$ cat config.mk
export PLATFORM = sky130hd
export DESIGN_NAME = fc3_bias_add
export DESIGN_NICKNAME = d
export VERILOG_FILES = /design/src/rtl/fc3_bias_add_pkg.sv /design/src/rtl/fixed_skid_buffer.sv /design/src/rtl/fc3_bias_add.sv
export SDC_FILE = /design/constraint.sdc
export NUM_CORES = 1
export LEC_CHECK = 0
export ABC_AREA = 1
export CAP_MARGIN = 10
export CORE_UTILIZATION = 35
export DETAILED_ROUTE_END_ITERATION = 8
export GPL_TIMING_DRIVEN = 0
export SLEW_MARGIN = 30
export SYNTH_ARGS = -nofsm -noshare
export SYNTH_HDL_FRONTEND = slang
export SYNTH_SLANG_ARGS = --single-unit
$ cat constraint.sdc
create_clock -name clk -period 2.45 [get_ports clk]
set_input_delay 0.49 -clock clk [delete_from_list [all_inputs] [get_ports clk]]
set_output_delay 0.49 -clock clk [all_outputs]
set_load 0.02 [all_outputs]
$ cat src/rtl/fc3_bias_add_pkg.sv
// fc3 bias-add shared constants and lane types.
// Derived values below describe the default fc3 configuration.
package fc3_bias_add_pkg;

  function automatic int imax(input int a, input int b);
    return (a > b) ? a : b;
  endfunction

  localparam int IN_W      = 16;
  localparam int IN_FRAC   = 3;
  localparam int BIAS_W    = 16;
  localparam int BIAS_FRAC = 3;
  localparam int OUT_W     = 16;

  localparam int F         = imax(IN_FRAC, BIAS_FRAC);
  localparam int SUM_WIDTH =
    imax(IN_W - IN_FRAC, BIAS_W - BIAS_FRAC) + F + 1;

  localparam logic signed [OUT_W-1:0] OUT_MAX = 16'sh7fff;
  localparam logic signed [OUT_W-1:0] OUT_MIN = 16'sh8000;

  typedef logic signed [SUM_WIDTH-1:0] sum_t;
  typedef logic signed [OUT_W-1:0]     out_t;

endpackage

$ cat src/rtl/fixed_skid_buffer.sv
// Two-entry skid buffer: registered output plus one overflow slot.
// Upstream ready depends only on the overflow slot being empty.
module fixed_skid_buffer
  import fc3_bias_add_pkg::*;
#(
  parameter int WIDTH = 8
) (
  input  logic             clk,
  input  logic             rst_n,
  input  logic [WIDTH-1:0] in_data,
  input  logic             in_valid,
  output logic             in_ready,
  output logic [WIDTH-1:0] out_data,
  output logic             out_valid,
  input  logic             out_ready
);

  logic [WIDTH-1:0] main_q, main_d;
  logic [WIDTH-1:0] skid_q, skid_d;
  logic             main_v_q, main_v_d;
  logic             skid_v_q, skid_v_d;
  logic             push, pop;

  assign in_ready  = !skid_v_q;
  assign push      = in_valid && in_ready;
  assign pop       = main_v_q && out_ready;
  assign out_data  = main_q;
  assign out_valid = main_v_q;

  // push implies the skid slot is empty, so pop+push never needs it
  always_comb begin
    main_d   = main_q;
    main_v_d = main_v_q;
    skid_d   = skid_q;
    skid_v_d = skid_v_q;
    if (push) begin
      if (!main_v_q || pop) begin
        main_d   = in_data;
        main_v_d = 1'b1;
      end else begin
        skid_d   = in_data;
        skid_v_d = 1'b1;
      end
    end else if (pop) begin
      if (skid_v_q) begin
        main_d   = skid_q;
        skid_v_d = 1'b0;
      end else begin
        main_v_d = 1'b0;
      end
    end
  end

  always_ff @(posedge clk or negedge rst_n) begin
    if (!rst_n) begin
      main_q   <= '0;
      main_v_q <= 1'b0;
      skid_q   <= '0;
      skid_v_q <= 1'b0;
    end else begin
      main_q   <= main_d;
      main_v_q <= main_v_d;
      skid_q   <= skid_d;
      skid_v_q <= skid_v_d;
    end
  end

endmodule

$ cat src/rtl/fc3_bias_add.sv
// fc3 bias add: joins matmul and bias streams, aligns, adds,
// rescales and saturates, then emits a row-tagged stream.
module fc3_bias_add
  import fc3_bias_add_pkg::*;
#(
  parameter int DATA_IN_PRECISION_0  = 16,
  parameter int DATA_IN_PRECISION_1  = 3,
  parameter int BIAS_PRECISION_0     = 16,
  parameter int BIAS_PRECISION_1     = 3,
  parameter int DATA_OUT_PRECISION_0 = 16,
  parameter int DATA_OUT_PRECISION_1 = 3,
  parameter int PARALLELISM          = 1,
  parameter int TENSOR_SIZE_DIM_0    = 32,
  parameter int DEPTH = TENSOR_SIZE_DIM_0 / PARALLELISM
) (
  input  logic clk,
  input  logic rst,
  input  logic [DATA_IN_PRECISION_0-1:0] data_in [PARALLELISM],
  input  logic data_in_valid,
  output logic data_in_ready,
  input  logic [BIAS_PRECISION_0-1:0] bias [PARALLELISM],
  input  logic bias_valid,
  output logic bias_ready,
  output logic [DATA_OUT_PRECISION_0-1:0] data_out [PARALLELISM],
  output logic data_out_valid,
  input  logic data_out_ready,
  output logic data_out_last
);

  localparam int DO_W  = DATA_OUT_PRECISION_0;
  localparam int FB    = imax(DATA_IN_PRECISION_1, BIAS_PRECISION_1);
  localparam int IB    = imax(DATA_IN_PRECISION_0 - DATA_IN_PRECISION_1,
                              BIAS_PRECISION_0 - BIAS_PRECISION_1);
  localparam int SW    = IB + FB + 1;
  localparam int LSH   = imax(DATA_OUT_PRECISION_1 - FB, 0);
  localparam int RSH   = imax(FB - DATA_OUT_PRECISION_1, 0);
  localparam int CW    = imax(SW + LSH, DO_W);
  localparam int PW    = PARALLELISM * DO_W + 1;
  localparam int BW    = (DEPTH > 1) ? $clog2(DEPTH) : 1;

  localparam logic [BW-1:0] BEAT_MAX = BW'(DEPTH - 1);
  localparam logic signed [CW-1:0] OMAX =
    CW'({1'b0, {(DO_W-1){1'b1}}});
  localparam logic signed [CW-1:0] OMIN = ~OMAX;

  logic [1:0]    rst_sync_q;
  logic          rst_n;
  logic          can_accept, join_valid, fire;
  logic [BW-1:0] beat_q, beat_d;
  logic          last;
  logic [PW-1:0] buf_in, buf_out;

  logic [PARALLELISM-1:0][DO_W-1:0] res_d, res_out;

  // assert follows rst at once, release is retimed to clk
  always_ff @(posedge clk or negedge rst) begin
    if (!rst) rst_sync_q <= '0;
    else      rst_sync_q <= {rst_sync_q[0], 1'b1};
  end
  assign rst_n = rst_sync_q[1];

  assign join_valid    = data_in_valid && bias_valid;
  assign fire          = join_valid && can_accept;
  assign data_in_ready = bias_valid && can_accept;
  assign bias_ready    = data_in_valid && can_accept;

  for (genvar i = 0; i < PARALLELISM; i++) begin : g_lane
    logic signed [SW-1:0] a_al, b_al, sum;
    logic signed [CW-1:0] conv;
    logic [DO_W-1:0]      lane_res;

    always_comb begin
      a_al = SW'($signed(data_in[i])) <<< (FB - DATA_IN_PRECISION_1);
      b_al = SW'($signed(bias[i])) <<< (FB - BIAS_PRECISION_1);
      sum  = a_al + b_al;
      conv = (CW'(sum) <<< LSH) >>> RSH;
      lane_res = conv[DO_W-1:0];
      if (conv > OMAX)      lane_res = OMAX[DO_W-1:0];
      else if (conv < OMIN) lane_res = OMIN[DO_W-1:0];
    end

    assign res_d[i]    = lane_res;
    assign data_out[i] = res_out[i];
  end

  always_comb begin
    beat_d = beat_q;
    if (fire) beat_d = (beat_q == BEAT_MAX) ? '0 : beat_q + 1'b1;
  end

  always_ff @(posedge clk or negedge rst_n) begin
    if (!rst_n) beat_q <= '0;
    else        beat_q <= beat_d;
  end

  assign last   = (beat_q == BEAT_MAX);
  assign buf_in = {res_d, last};

  fixed_skid_buffer #(
    .WIDTH (PW)
  ) u_buf (
    .clk       (clk),
    .rst_n     (rst_n),
    .in_data   (buf_in),
    .in_valid  (join_valid),
    .in_ready  (can_accept),
    .out_data  (buf_out),
    .out_valid (data_out_valid),
    .out_ready (data_out_ready)
  );

  assign {res_out, data_out_last} = buf_out;

endmodule

==> impl_metrics.json <==
{
  "startpoint_type": "primary input",
  "cp.arrival_ns": 2.53,
  "ir_worst_vdd_v": 0.000366,
  "mostFrequentLayoutCells": "nand2_1, nor2_1, clkdlybuf4s50_1",
  "critical_path.most_common_cell": "nand2_2",
  "dieHeight_um": 97.0,
  "path_clk_slew_ns": 0.08,
  "start_util_pct": 36.3,
  "grt_use_total_pct": 15.8,
  "first_global_vias": 2763,
  "timing.rr.start": "u_buf.skid_v_q",
  "powerDensity_nw_per_um2": 838,
  "reg2reg_to": "u_buf.skid_q[12]",
  "cap_violations": 0,
  "grt_max_degree": 29,
  "die_area_um2": 9420,
  "antenna_found_initial": 0,
  "fin_setup_tns_ns": 0,
  "antenna_left": 0,
  "portBuffers": 56,
  "layout-drive-gt1-share_pct": 21.3,
  "pre_cts_slack_ns": -0.516,
  "wl_mm": 7.15,
  "critical_path.top_delay_family": "buffers and inverters",
  "numCtsBuffers": 5,
  "hold_class": "flop to asynchronous set/reset pin",
  "finalHoldViolCount": 0,
  "io_pins": 57,
  "skew_ns": 0.00892,
  "wl_per_cell_um": 11.6,
  "r2r_cells": 7,
  "cts_buffer_depth": 2,
  "synthCells": 435,
  "status": "complete, no violations",
  "fmax_mhz": 431,
  "cp-end-kind": "flop",
  "area_growth_pct": 35.4,
  "row_count": 34,
  "cp_slowest_cell": "clkdlybuf4s50_1",
  "ys_seq_area_share_pct": 34.0,
  "setup_viol": 0,
  "dr.pass1.iters": 4,
  "root_buffer": "clkbuf_8",
  "vias": 2900,
  "slew_violations": 0,
  "cp.depth": 13,
  "overflow": 0,
  "r2r_slack_ns": 0.61,
  "drc": 0,
  "timing.final.crit_period_ns": 2.32,
  "dp_hpwl_mm": 5.43,
  "first_iter_violations": 274,
  "die_w_um": 97.0,
  "syn-cell-area_um2": 3160,
  "worst-setup-path-type": "primary input to flop",
  "gp_congestion": 0.823,
  "num-nets-final": 563,
  "grt_pass1_wl_mm": 12.4,
  "cts.sinks": 43,
  "hold_buffers": 0,
  "cts_htree_levels": 2,
  "yosys_warnings": 0,
  "fin_ws_ns": 0.132,
  "final_util_pct": 49.1,
  "ys_ff_latch": 43,
  "slew-limit-headroom_pct": 64.0,
  "worst_slew_pin_slew_ns": 0.540,
  "required_ns": 2.66,
  "syn_nets": 491,
  "clk_latency_ns": 0.29,
  "diodes": 0,
  "drt-vias-per-instance": 4.71,
  "fill_cells": 870,
  "period_share_pct": 94.6,
  "worstPathMaxFanout": 10,
  "core_um2": 8720,
  "final_common_cell": "nand2_1",
  "cts_tree": "done",
  "critPathBufInv": 4,
  "yosys.cell_types.count": 31,
  "p_leak_uw": 0.00213,
  "crit_chain": "clkdlybuf4s50_1 -> ha_4 -> nand2_1 -> inv_2 -> nand2_2 -> nand2_1 -> a21oi_4 -> buf_4 -> nand3_1 -> nand2_2 -> nand2_2 -> buf_4 -> a31oi_4",
  "cpPeakStageDelay_ns": 0.51,
  "syn_avg_cell_area_um2": 7.27
}
worst register-to-register path, stage by stage (launching register included):
cell and delay, ns:
dfrtp_1 0.42, nor2_1 0.19, nand2_2 0.14, inv_2 0.12
nand3_2 0.13, inv_1 0.11, clkbuf_1 0.43, a31oi_1 0.16
synth_stat cells:
library cell | instances | area share, %
nand2_4 | 11 | 3.9
nand2_2 | 16 | 3.2
and3_1 | 1 | 0.20
buf_6 | 3 | 1.1
nand4_1 | 3 | 0.59
o21bai_1 | 2 | 0.47
a21oi_1 | 9 | 1.4
dfrtp_1 | 43 | 34
nor3_1 | 1 | 0.16
xor2_1 | 7 | 1.9
a21oi_2 | 3 | 0.83
conb_1 | 1 | 0.12
or2_1 | 1 | 0.20
xnor2_1 | 2 | 0.55
nand3_2 | 11 | 3.5
nor2_1 | 61 | 7.2
fa_1 | 1 | 0.63
nand2_1 | 131 | 16
nor3_2 | 2 | 0.63
o21ai_0 | 9 | 1.4
inv_2 | 6 | 0.71
a31oi_1 | 16 | 3.2
dlymetal6s2s_1 | 1 | 0.40
clkbuf_8 | 1 | 0.44
inv_1 | 44 | 5.2
ha_1 | 18 | 7.1
nand3_1 | 21 | 3.3
buf_12 | 1 | 0.63
clkbuf_1 | 3 | 0.36
buf_2 | 5 | 0.79
and2_1 | 1 | 0.20
flip-flops by register name, summed over array words and instances (netlist names):
register and flops:
u_buf.out_data 17, u_buf.skid_q 17, beat_q 5, rst_sync_q 2
u_buf.out_valid 1, u_buf.skid_v_q 1
what timing repair did:
| action | 4_1_cts | 5_1_grt |
|---|---|---|
| pin swaps | 8 | 7 |
| gates cloned | 1 | 0 |
| buffers inserted | 5 | 2 |
| endpoints found under the setup margin | 30 | 28 |
| hold endpoints to repair | 0 | 0 |
| resized for setup | 17 | 33 |
where the power goes:
part	leakage (uW)	internal (uW)	switching (uW)	total (uW)
Clock	0.0000612	330	236	566
Sequential	0.000511	1040	187	1220
Combinational	0.00155	815	984	1800
Total	0.00213	2180	1410	3590
cell type report:
type	count	area (um^2)	area share [%]
buffer	14	119	2.78
clock buffer	6	82.6	1.93
clock inverter	2	35.0	0.818
inverter	50	188	4.38
multi-input combinational	328	1980	46.1
sequential	43	1080	25.2
tap	108	135	3.16
timing repair buffer	65	669	15.6
worst max-delay path by stage:
stage | startpoint | to | slack (ns)
after global placement | data_in[0] | u_buf.out_data[9] | -0.47
after detailed placement | bias[0] | u_buf.out_data[9] | -0.52
final | bias[11] | u_buf.skid_q[10] | 0.13
after floorplan | data_in[0] | u_buf.out_data[7] | 0.26
after global routing | bias[12] | u_buf.out_data[1] | -0.001
after CTS | data_in[1] | u_buf.out_data[1] | 0.06
cell families after synthesis:
group | count (synthesis) | share of synthesized area, %
compound gates | 39 | 7.32
xor+xnor | 9 | 2.49
fa+ha+maj | 19 | 7.76
buf+inv | 64 | 9.62
flops | 43 | 34.0
other cells | 1 | 0.119
simple gates | 260 | 38.7
per-stage QoR:
step | instances | hold slack [ns] | power, uW | cell area, um^2
finish | 616 | 0.168 | 3590 | 4280
global route | 616 | 0.196 | 3890 | 4280
CTS | 614 | 0.186 | 3560 | 4100
detailed placement | 600 | 0.179 | 2940 | 3880
global placement | 599 | 0.336 | 2890 | 3860
floorplan | 435 | 0.194 | 2330 | 3160
metal layers:
layer  GRT usage (%)  vias up  share of wire, %
met3            2.10        4               4.3
met5               0        -                 0
met4            3.67        0              0.85
met1            20.5     1312                46
li1                -     1511                 -
met2            27.8       73                49
(Power assumes the default switching activity.)
